File: config.mk
export PLATFORM = sky130hd
export DESIGN_NAME = pwm_output_stage
export DESIGN_NICKNAME = d
export VERILOG_FILES = /design/src/rtl/pwm_output_stage.sv
export SDC_FILE = /design/constraint.sdc
export NUM_CORES = 1
export LEC_CHECK = 0
export CAP_MARGIN = 0
export CORE_MARGIN = 5
export CORE_UTILIZATION = 44
export CTS_CLUSTER_SIZE = 24
export DETAILED_ROUTE_END_ITERATION = 10
export PLACE_DENSITY = 0.83
export RECOVER_POWER = 50
export SLEW_MARGIN = 0
export SYNTH_ARGS = -nofsm -noshare
export SYNTH_HDL_FRONTEND = slang
export SYNTH_SLANG_ARGS = --single-unit
File: constraint.sdc
create_clock -name clk -period 2.1 [get_ports clk]
set_input_delay 0.315 -clock clk [delete_from_list [all_inputs] [get_ports clk]]
set_output_delay 0.315 -clock clk [all_outputs]
set_load 0.03 [all_outputs]
File: src/rtl/pwm_output_stage.sv
// Drives 16 user outputs: each is forced low, forced high, or follows one shared 8-bit PWM.
// The duty value is shadowed and takes effect only at the period wrap, so the waveform never glitches.
module pwm_output_stage #(
  parameter int PRESCALE = 13
) (
  input  logic        clk,
  input  logic        rst_n,
  input  logic [7:0]  en_reg_out_7_0,
  input  logic [7:0]  en_reg_out_15_8,
  input  logic [7:0]  en_reg_pwm_7_0,
  input  logic [7:0]  en_reg_pwm_15_8,
  input  logic [7:0]  pwm_duty_cycle,
  output logic [15:0] out,
  output logic        period_start
);

  localparam int PW = (PRESCALE > 1) ? $clog2(PRESCALE) : 1;
  localparam logic [PW-1:0] PS_LAST = PW'(PRESCALE - 1);

  logic [PW-1:0] prescale_cnt;
  logic [7:0]    pwm_cnt;
  logic [7:0]    duty_shadow;
  logic [15:0]   out_q;
  logic [15:0]   en_out;
  logic [15:0]   en_pwm;
  logic          step;
  logic          wrap;
  logic          pwm_raw;

  assign en_out = {en_reg_out_15_8, en_reg_out_7_0};
  assign en_pwm = {en_reg_pwm_15_8, en_reg_pwm_7_0};

  assign step = (prescale_cnt == PS_LAST);
  assign wrap = step && (pwm_cnt == 8'hFF);

  // 0xFF is treated as a true 100% so there is no single low step at the wrap.
  assign pwm_raw = (duty_shadow == 8'hFF) || (pwm_cnt < duty_shadow);

  always_ff @(posedge clk) begin
    if (!rst_n) begin
      prescale_cnt <= '0;
      pwm_cnt      <= '0;
    end else begin
      if (step) begin
        prescale_cnt <= '0;
        pwm_cnt      <= pwm_cnt + 8'd1;
      end else begin
        prescale_cnt <= prescale_cnt + PW'(1);
      end
    end
  end

  always_ff @(posedge clk) begin
    if (!rst_n) begin
      duty_shadow <= '0;
    end else if (wrap) begin
      duty_shadow <= pwm_duty_cycle;
    end
  end

  // Enables are deliberately not shadowed: mode changes show up on the very next edge.
  always_ff @(posedge clk) begin
    if (!rst_n) begin
      out_q <= '0;
    end else begin
      out_q <= en_out & (~en_pwm | {16{pwm_raw}});
    end
  end

  assign out          = out_q;
  assign period_start = (prescale_cnt == '0) && (pwm_cnt == 8'd0);

endmodule

==> impl_results.rst, run 1 <==
.. list-table::
   :header-rows: 1

   * - Metric
     - Value
   * - Number of inserted diodes
     - 0
   * - Final critical-path share of the clock period
     - 0.880
   * - Internal power summed over all cells
     - 1.16 mW
   * - Register area share after synthesis
     - 0.439
   * - Number of I/O pins
     - 59
   * - Clock period minus worst slack
     - 1.85 ns
   * - Clock Latency Late Sink
     - 0.28 ns
   * - Placed cell area
     - 2290 um2
   * - Die height
     - 71.1 um
   * - Max frequency
     - 541 MHz
   * - Clock-pin transition on the worst setup and hold timing paths
     - 0.06 ns
   * - Pwr Total
     - 1.47 mW
   * - Cell types with the highest counts after synthesis
     - sky130_fd_sc_hd__dfxtp_1, sky130_fd_sc_hd__nand2_1, sky130_fd_sc_hd__inv_1, sky130_fd_sc_hd__nand3_1, sky130_fd_sc_hd__ha_1
   * - # Post-CTS Setup Buffers
     - 0
   * - Met3 usage in global routing
     - 0.0327
   * - Area growth, synth to finish
     - 45.7%
   * - Reported leakage power
     - 0.956 nW
   * - Wirelength per Cell
     - 12.3 um
   * - M2 GR Usage
     - 0.263
   * - Power density over the cells
     - 615 nW/um2
   * - Worst ir drop on vdd
     - 0.438 mV
   * - Core Area
     - 3630 um2
   * - Final Hold Fails
     - 0
   * - Overflow after GRT
     - 0
   * - Total Wirelength
     - 3560 um
   * - Maximum fanout along the worst path
     - 4
   * - RSZ-0062 raised after global routing
     - no
   * - Number of sinks on the clock net
     - 36
   * - Yosys warns
     - 0
   * - Number of buffers created by CTS
     - 5
   * - Residual DRC count
     - 0
   * - Count of cell types in the netlist
     - 33
   * - Proportion of layout cells with a drive suffix above 1
     - 0.107
   * - Quantity of I/O buffers inserted on ports
     - 58
   * - Via Count
     - 1,387
   * - Setup TNS Final
     - 0 ns
   * - Setup Viol. Count Final
     - 0
   * - Arrival time at the worst endpoint
     - 1.53 ns
   * - Worst setup slack for register-to-register paths
     - 0.39 ns
   * - Crit path max-delay cell type
     - sky130_fd_sc_hd__dfxtp_1
   * - Setup clock skew after layout
     - 0.00458 ns
   * - First-pass GRT wire length
     - 5910 um
   * - Vias per Instance
     - 4.78
   * - Largest area contributor in the synthesized netlist
     - sky130_fd_sc_hd__dfxtp_1
   * - Part of the power in the clock network
     - 0.396
   * - Crit-path max cell delay
     - 0.34 ns
   * - Switching Power
     - 318 uW
   * - Drt initial violations
     - 34
   * - Transition time of the tightest slew-check pin
     - 0.409 ns
   * - Average instance area after synthesis
     - 9.18 um2
   * - CTS tree
     - built
   * - Kind of critical path
     - reg2out
   * - Overall global routing resource usage
     - 0.147
   * - Async set or reset register ratio after synthesis
     - 0
   * - Die area
     - 5060 um2
   * - Post-detailed-placement half-perimeter wirelength
     - 2690 um
   * - Combined buffer and inverter count along the critical path
     - 2
   * - Top cells by area in the synthesized netlist
     - sky130_fd_sc_hd__dfxtp_1, sky130_fd_sc_hd__ha_1, sky130_fd_sc_hd__nand2_1, sky130_fd_sc_hd__a21oi_2, sky130_fd_sc_hd__nand3_1
   * - Global-route layer with the greatest usage
     - met2
   * - Count of pins over their slew limit
     - 0
   * - Cell at the root of the clock tree
     - sky130_fd_sc_hd__clkbuf_8
   * - Number of nets at the end of the flow
     - 294
   * - Number of nets with antenna violations after routing
     - 0
   * - Netlist Area Pre-Place
     - 1640 um2
   * - Number of iterations in the first detailed-routing pass
     - 4
   * - GPL Wtd Cong
     - 0.812
   * - GRT met1 Usage
     - 0.161
   * - Part of the power in combinational logic
     - 0.124
   * - Final std cell area, no fill
     - 2390 um2
   * - Synthesized Nets
     - 232
   * - Maximum number of pins on one net before global-route repair
     - 44
   * - Capturing element type of the critical path
     - output port
   * - Total of max-cap violations
     - 0
   * - Number of cells on the worst reg-to-reg path
     - 7
   * - Number of global-route vias before repair
     - 1,369
   * - CP Cell Sequence
     - inv_1, ha_1, nor4b_1, and4_1, clkbuf_2
   * - Run status
     - completed
   * - Worst hold-check path type
     - reg2reg
   * - Flip-flop and latch count after synthesis
     - 36
   * - Share of total power consumed by net switching
     - 0.216
   * - Ys flop type
     - sky130_fd_sc_hd__dfxtp_1
   * - Number of enable-type register cells in the synthesized netlist
     - 0
   * - Required time at the worst-slack endpoint
     - 1.78 ns
   * - Slew HR
     - 0.728
   * - Total number of cells along the worst setup path
     - 5
   * - Fraction of post-synthesis cell area in the top cell type by area
     - 0.439
   * - Worst path top cell family by delay
     - simple AND/OR/NAND/NOR gates
   * - H-tree level count
     - 2
   * - Hold-critical path depth
     - 1
   * - Startpoint kind of the worst setup timing path
     - flip-flop
   * - Placement Rows
     - 22
   * - Die W
     - 71.1 um
   * - Most frequent cell after synthesis
     - sky130_fd_sc_hd__dfxtp_1
   * - Initial cell density of the core
     - 0.452
   * - Number of antenna violations at the first check in global routing
     - 0
   * - Maximum clock insertion buffer count
     - 2
   * - Number of cells produced by synthesis
     - 179
   * - Sequential share of power
     - 0.480
repair_timing:
item,in CTS,in global routing
pin swaps,0,0
cloned,0,0
endpoints found under the setup margin,1,1
resized for setup,1,2
hold buffers,0,0
path summary, 6_finish.rpt:
kind                   start               to
max               pwm_cnt[0]     period_start
min          prescale_cnt[0]  prescale_cnt[0]
max reg2reg   duty_shadow[6]           out[2]
min reg2reg  prescale_cnt[0]  prescale_cnt[0]
sequential cells by signal, indices dropped and copies added, names as in the netlist:
name and count:
out 16, duty_shadow 8, pwm_cnt 8, prescale_cnt 4
per-stage QoR:
step	hold slack, ns	instances	util	setup slack [ns]
global route	0.501	290	0.659	0.0764
finish	0.471	290	0.659	0.252
global placement	0.449	282	0.632	0.170
CTS	0.478	290	0.661	0.0316
detailed placement	0.463	282	0.632	0.0930
floorplan	0.393	179	-	0.435
power by group through the flow:
stage / clock network, mW / registers (mW) / logic (mW)
after floorplan: 0 / 0.747 / 0.0491
after global placement: 0 / 0.722 / 0.188
after detailed placement: 0 / 0.723 / 0.190
after CTS: 0.605 / 0.707 / 0.189
after global routing: 0.640 / 0.709 / 0.195
final: 0.584 / 0.707 / 0.183
logic make-up after synthesis:
group,synth area share
adder cells (fa/ha/maj),0.0838
buffers and inverters,0.0510
AO/OA/AOI/OAI,0.174
flip-flops,0.439
AND/OR/NAND/NOR,0.215
XOR/XNOR,0.0373
placed cells by master (no fill, tap or decap), drive strengths merged:
| cell type | synthesis | layout |
|---|---|---|
| o32ai | 1 | 1 |
| buf | 2 | 4 |
| a21boi | 2 | 2 |
| clkbuf | 6 | 8 |
| nor4b | 1 | 1 |
| xnor2 | 6 | 6 |
| o41ai | 1 | 1 |
| o21ai | 11 | 11 |
| nand3 | 12 | 12 |
| inv | 12 | 12 |
| nor3 | 1 | 1 |
| xor2 | 1 | 1 |
| or3 | 1 | 1 |
| a21oi | 18 | 18 |
| nor2 | 4 | 4 |
| bufinv | 0 | 1 |
| clkdlybuf4s50 | 0 | 43 |
| clkinv | 0 | 1 |
| and3 | 3 | 3 |
| dfxtp | 36 | 36 |
| a2111oi | 1 | 1 |
| nand2 | 29 | 29 |
| nand2b | 1 | 1 |
| dlygate4sd3 | 0 | 14 |
| a41o | 1 | 1 |
| and4 | 3 | 3 |
| and2 | 8 | 8 |
| a21o | 1 | 1 |
| nand4 | 3 | 3 |
| ha | 11 | 11 |
| o21a | 1 | 1 |
| nor4 | 1 | 1 |
| or3b | 1 | 1 |
layout make-up:
class,instances,area (um2)
timing repair buffer,63,622
fill,317,1240
sequential,36,721
multi-input combinational,123,838
inverter,12,45.0
clock inverter,2,35.0
tap,48,60.1
clock buffer,6,72.6
metal layers:
layer	share of wire	vias up	wire (um)
li1	-	731	-
met1	0.42	617	1500
met2	0.51	33	1820
met3	0.048	6	171
met4	0.019	0	69
met5	0	-	0
worst reg2reg max path: stages (launching register included):
cell and delay, ns:
sky130_fd_sc_hd__dfxtp_1 0.35, sky130_fd_sc_hd__inv_1 0.06, sky130_fd_sc_hd__ha_1 0.31, sky130_fd_sc_hd__and4_1 0.19, sky130_fd_sc_hd__o21ai_1 0.09, sky130_fd_sc_hd__o32ai_4 0.31
sky130_fd_sc_hd__buf_12 0.20, sky130_fd_sc_hd__a21oi_1 0.09
Power figures use the tool's default switching activity.
==> run 2: changes to the inputs <==
--- a/config.mk
+++ b/config.mk
@@ -7,10 +7,11 @@
 export LEC_CHECK = 0
 export CAP_MARGIN = 0
 export CORE_MARGIN = 5
-export CORE_UTILIZATION = 44
+export CORE_UTILIZATION = 46
+export CTS_BUF_LIST = sky130_fd_sc_hd__clkbuf_4 sky130_fd_sc_hd__clkbuf_8
 export CTS_CLUSTER_SIZE = 24
 export DETAILED_ROUTE_END_ITERATION = 10
-export PLACE_DENSITY = 0.83
+export PLACE_DENSITY = 0.86
 export RECOVER_POWER = 50
 export SLEW_MARGIN = 0
 export SYNTH_ARGS = -nofsm -noshare
==> impl_results.rst, run 2 (same netlist as run 1, synthesis figures left out) <==
.. list-table::
   :header-rows: 1

   * - Metric
     - Value
   * - Run status
     - completed
   * - Number of standard cells in the final layout excluding fillers
     - 286 (-1.4%)
   * - Initial cell density of the core
     - 0.485 (+0.0325)
   * - Min-Delay Startpoint
     - prescale_cnt[0]
   * - Met2 wire length
     - 1920 um (+5.1%)
   * - Post-layout utilization of the core
     - 0.685 (+0.0264)
   * - Endpoint, Worst Hold
     - prescale_cnt[0]
   * - Via Count
     - 1,399 (+0.87%)
   * - Total length of routed met3 wires
     - 174 um (+1.8%)
   * - Fillcell total
     - 283 (-11%)
   * - Seq. cell area
     - 721 um2 (unchanged)
   * - Number of nets with antenna violations after routing
     - 0 (unchanged)
   * - Hold-critical path depth
     - 1 (unchanged)
   * - Clock-pin transition on the worst setup and hold timing paths
     - 0.10 ns (+0.04 ns)
   * - Area of combinational cells with multiple inputs
     - 838 um2 (unchanged)
   * - Post-detailed-placement half-perimeter wirelength
     - 2880 um (+7.0%)
   * - Most frequent cells in the layout
     - sky130_fd_sc_hd__clkdlybuf4s50_1, sky130_fd_sc_hd__dfxtp_1, sky130_fd_sc_hd__nand2_1, sky130_fd_sc_hd__dlygate4sd3_1
   * - Overall global routing resource usage
     - 0.158 (+0.0110)
   * - Total Wirelength
     - 3740 um (+5.0%)
   * - Drt initial violations
     - 42 (+24%)
   * - Number of iterations in the first detailed-routing pass
     - 4 (unchanged)
   * - Capturing element type of the critical path
     - output port
   * - Overflow after GRT
     - 0 (unchanged)
   * - Reported leakage power
     - 0.925 nW (-3.3%)
   * - Clock Latency Late Sink
     - 0.33 ns (+0.05 ns)
   * - Quantity of I/O buffers inserted on ports
     - 58 (unchanged)
   * - First-pass GRT wire length
     - 6110 um (+3.4%)
   * - Number of placed instances, taps included
     - 278 (-1.4%)
   * - RSZ-0062 raised after global routing
     - no
   * - Die area
     - 4870 um2 (-3.7%)
   * - Post-route met1 wirelength
     - 1570 um (+4.9%)
   * - Proportion of layout cells with a drive suffix above 1
     - 0.104 (-0.00327)
   * - Die height
     - 69.8 um (-1.9%)
   * - Endpoint of the lowest-slack register-to-register path
     - out[15]
   * - Arrival time at the worst endpoint
     - 1.52 ns (about the same)
   * - Startpoint kind of the worst setup timing path
     - flip-flop
   * - GPL Wtd Cong
     - 0.821 (+1.1%)
   * - Worst setup slack for register-to-register paths
     - 0.29 ns (-0.10 ns)
   * - Most common cell after layout, fill and taps aside
     - sky130_fd_sc_hd__clkdlybuf4s50_1
   * - Power density over the cells
     - 557 nW/um2 (-9.5%)
   * - Worst hold margin
     - 0.481 ns (+0.00985 ns)
   * - Vias per Instance
     - 4.89 (+2.3%)
   * - Setup clock skew after layout
     - 0.00848 ns (+0.00390 ns)
   * - Total of max-cap violations
     - 0 (unchanged)
   * - Placement Rows
     - 21 (-4.5%)
   * - Wirelength per Cell
     - 13.1 um (+6.5%)
   * - Maximum fanout along the worst path
     - 4 (unchanged)
   * - Slew HR
     - 0.739 (+0.0114)
   * - Area growth, synth to finish
     - 41.4%
   * - Number of global-route vias before repair
     - 1,324 (-3.3%)
   * - Number of inserted diodes
     - 0 (unchanged)
   * - Transition time of the tightest slew-check pin
     - 0.391 ns (-0.0172 ns)
   * - Number of buffers created by CTS
     - 5 (unchanged)
   * - Number of I/O pins
     - 59 (unchanged)
   * - # Post-CTS Setup Buffers
     - 0 (unchanged)
   * - Maximum clock insertion buffer count
     - 2 (unchanged)
   * - Number of nets at the end of the flow
     - 292 (-0.68%)
   * - Final Hold Fails
     - 0 (unchanged)
   * - Number of sinks on the clock net
     - 36 (unchanged)
   * - Cell at the root of the clock tree
     - sky130_fd_sc_hd__clkbuf_4
   * - Setup Viol. Count Final
     - 0 (unchanged)
   * - Number of flip-flops in the largest register
     - 16 (unchanged)
   * - Final critical-path share of the clock period
     - 0.876 (-0.00390)
   * - Worst hold-check path type
     - reg2reg
   * - Number of cells on the worst reg-to-reg path
     - 7 (unchanged)
   * - Core Area
     - 3390 um2 (-6.7%)
   * - Max frequency
     - 543 MHz (+0.45%)
   * - H-tree level count
     - 2 (unchanged)
   * - Kind of critical path
     - reg2out
   * - CTS tree
     - built
   * - Required time at the worst-slack endpoint
     - 1.78 ns (about the same)
   * - Count of pins over their slew limit
     - 0 (unchanged)
   * - Clock period minus worst slack
     - 1.84 ns (-0.00820 ns)
   * - Top routing layer in use
     - met4
   * - Worst ir drop on vdd
     - 0.335 mV (-23%)
   * - Die W
     - 69.8 um (-1.9%)
   * - Residual DRC count
     - 0 (unchanged)
   * - Worst r2r src
     - duty_shadow[6]
   * - Number of buffers added to fix hold violations after cts
     - 0 (unchanged)
   * - Setup TNS Final
     - 0 ns (unchanged)
   * - Maximum number of pins on one net before global-route repair
     - 44 (unchanged)
   * - Number of antenna violations at the first check in global routing
     - 0 (unchanged)
-- run 2: cell count changes in the layout (fill, tap and decap cells not counted), sizes merged --
cell    change
buf         -2
bufinv      -1
clkbuf      +2
clkinv      -1
-- run 2: worst max path at each step --
stage          slack [ns]  cells past startpoint           start      endpoint
6_report             0.26                      5      pwm_cnt[0]  period_start
5_1_grt              0.13                      5      pwm_cnt[0]  period_start
4_1_cts              0.05                      5      pwm_cnt[0]  period_start
3_5_place_dp         0.15                      5      pwm_cnt[0]  period_start
3_3_place_gp         0.18                      5      pwm_cnt[0]  period_start
2_1_floorplan        0.44                      7  duty_shadow[6]       out[10]
-- run 2: report_power, final --
part,internal (mW),switching [mW]
sequential,0.700,0.00703
combinational,0.104,0.0787
clock,0.191,0.214
total,0.994,0.299
-- run 2: layout make-up --
type | instances | share of cell area
tap | 46 | 0.0248
timing repair buffer | 61 | 0.256
multi-input combinational | 123 | 0.361
sequential | 36 | 0.310
inverter | 12 | 0.0194
clock buffer | 8 | 0.0286
-- run 2: repair_timing --
item / 4_1_cts / 5_1_grt
endpoints found under the setup margin: 1 / 1
gates cloned: 0 / 0
resized for setup: 1 / 2
-- run 2: routing by layer --
| layer | vias up | track usage |
|---|---|---|
| met1 | 632 | 0.170 |
| met2 | 30 | 0.284 |
| met3 | 7 | 0.0348 |
| met4 | 0 | 0.0830 |
| met5 | - | 0 |
| li1 | 730 | - |
-- run 2: critical path, cell delays in order, from the launching register on --
cell	delay [ns]
sky130_fd_sc_hd__dfxtp_1	0.35
sky130_fd_sc_hd__inv_1	0.09
sky130_fd_sc_hd__ha_1	0.14
sky130_fd_sc_hd__nor4b_1	0.20
sky130_fd_sc_hd__and4_1	0.21
sky130_fd_sc_hd__clkbuf_2	0.20
-- run 2: stage by stage --
step / cell area (um2) / worst slack, ns / total power [mW]
final: 2320 / 0.260 / 1.29
after detailed placement: 2260 / 0.151 / 0.914
after global placement: 2260 / 0.183 / 0.910
after CTS: 2330 / 0.0455 / 1.32
after global routing: 2320 / 0.128 / 1.36
after floorplan: 1640 / 0.435 / 0.797
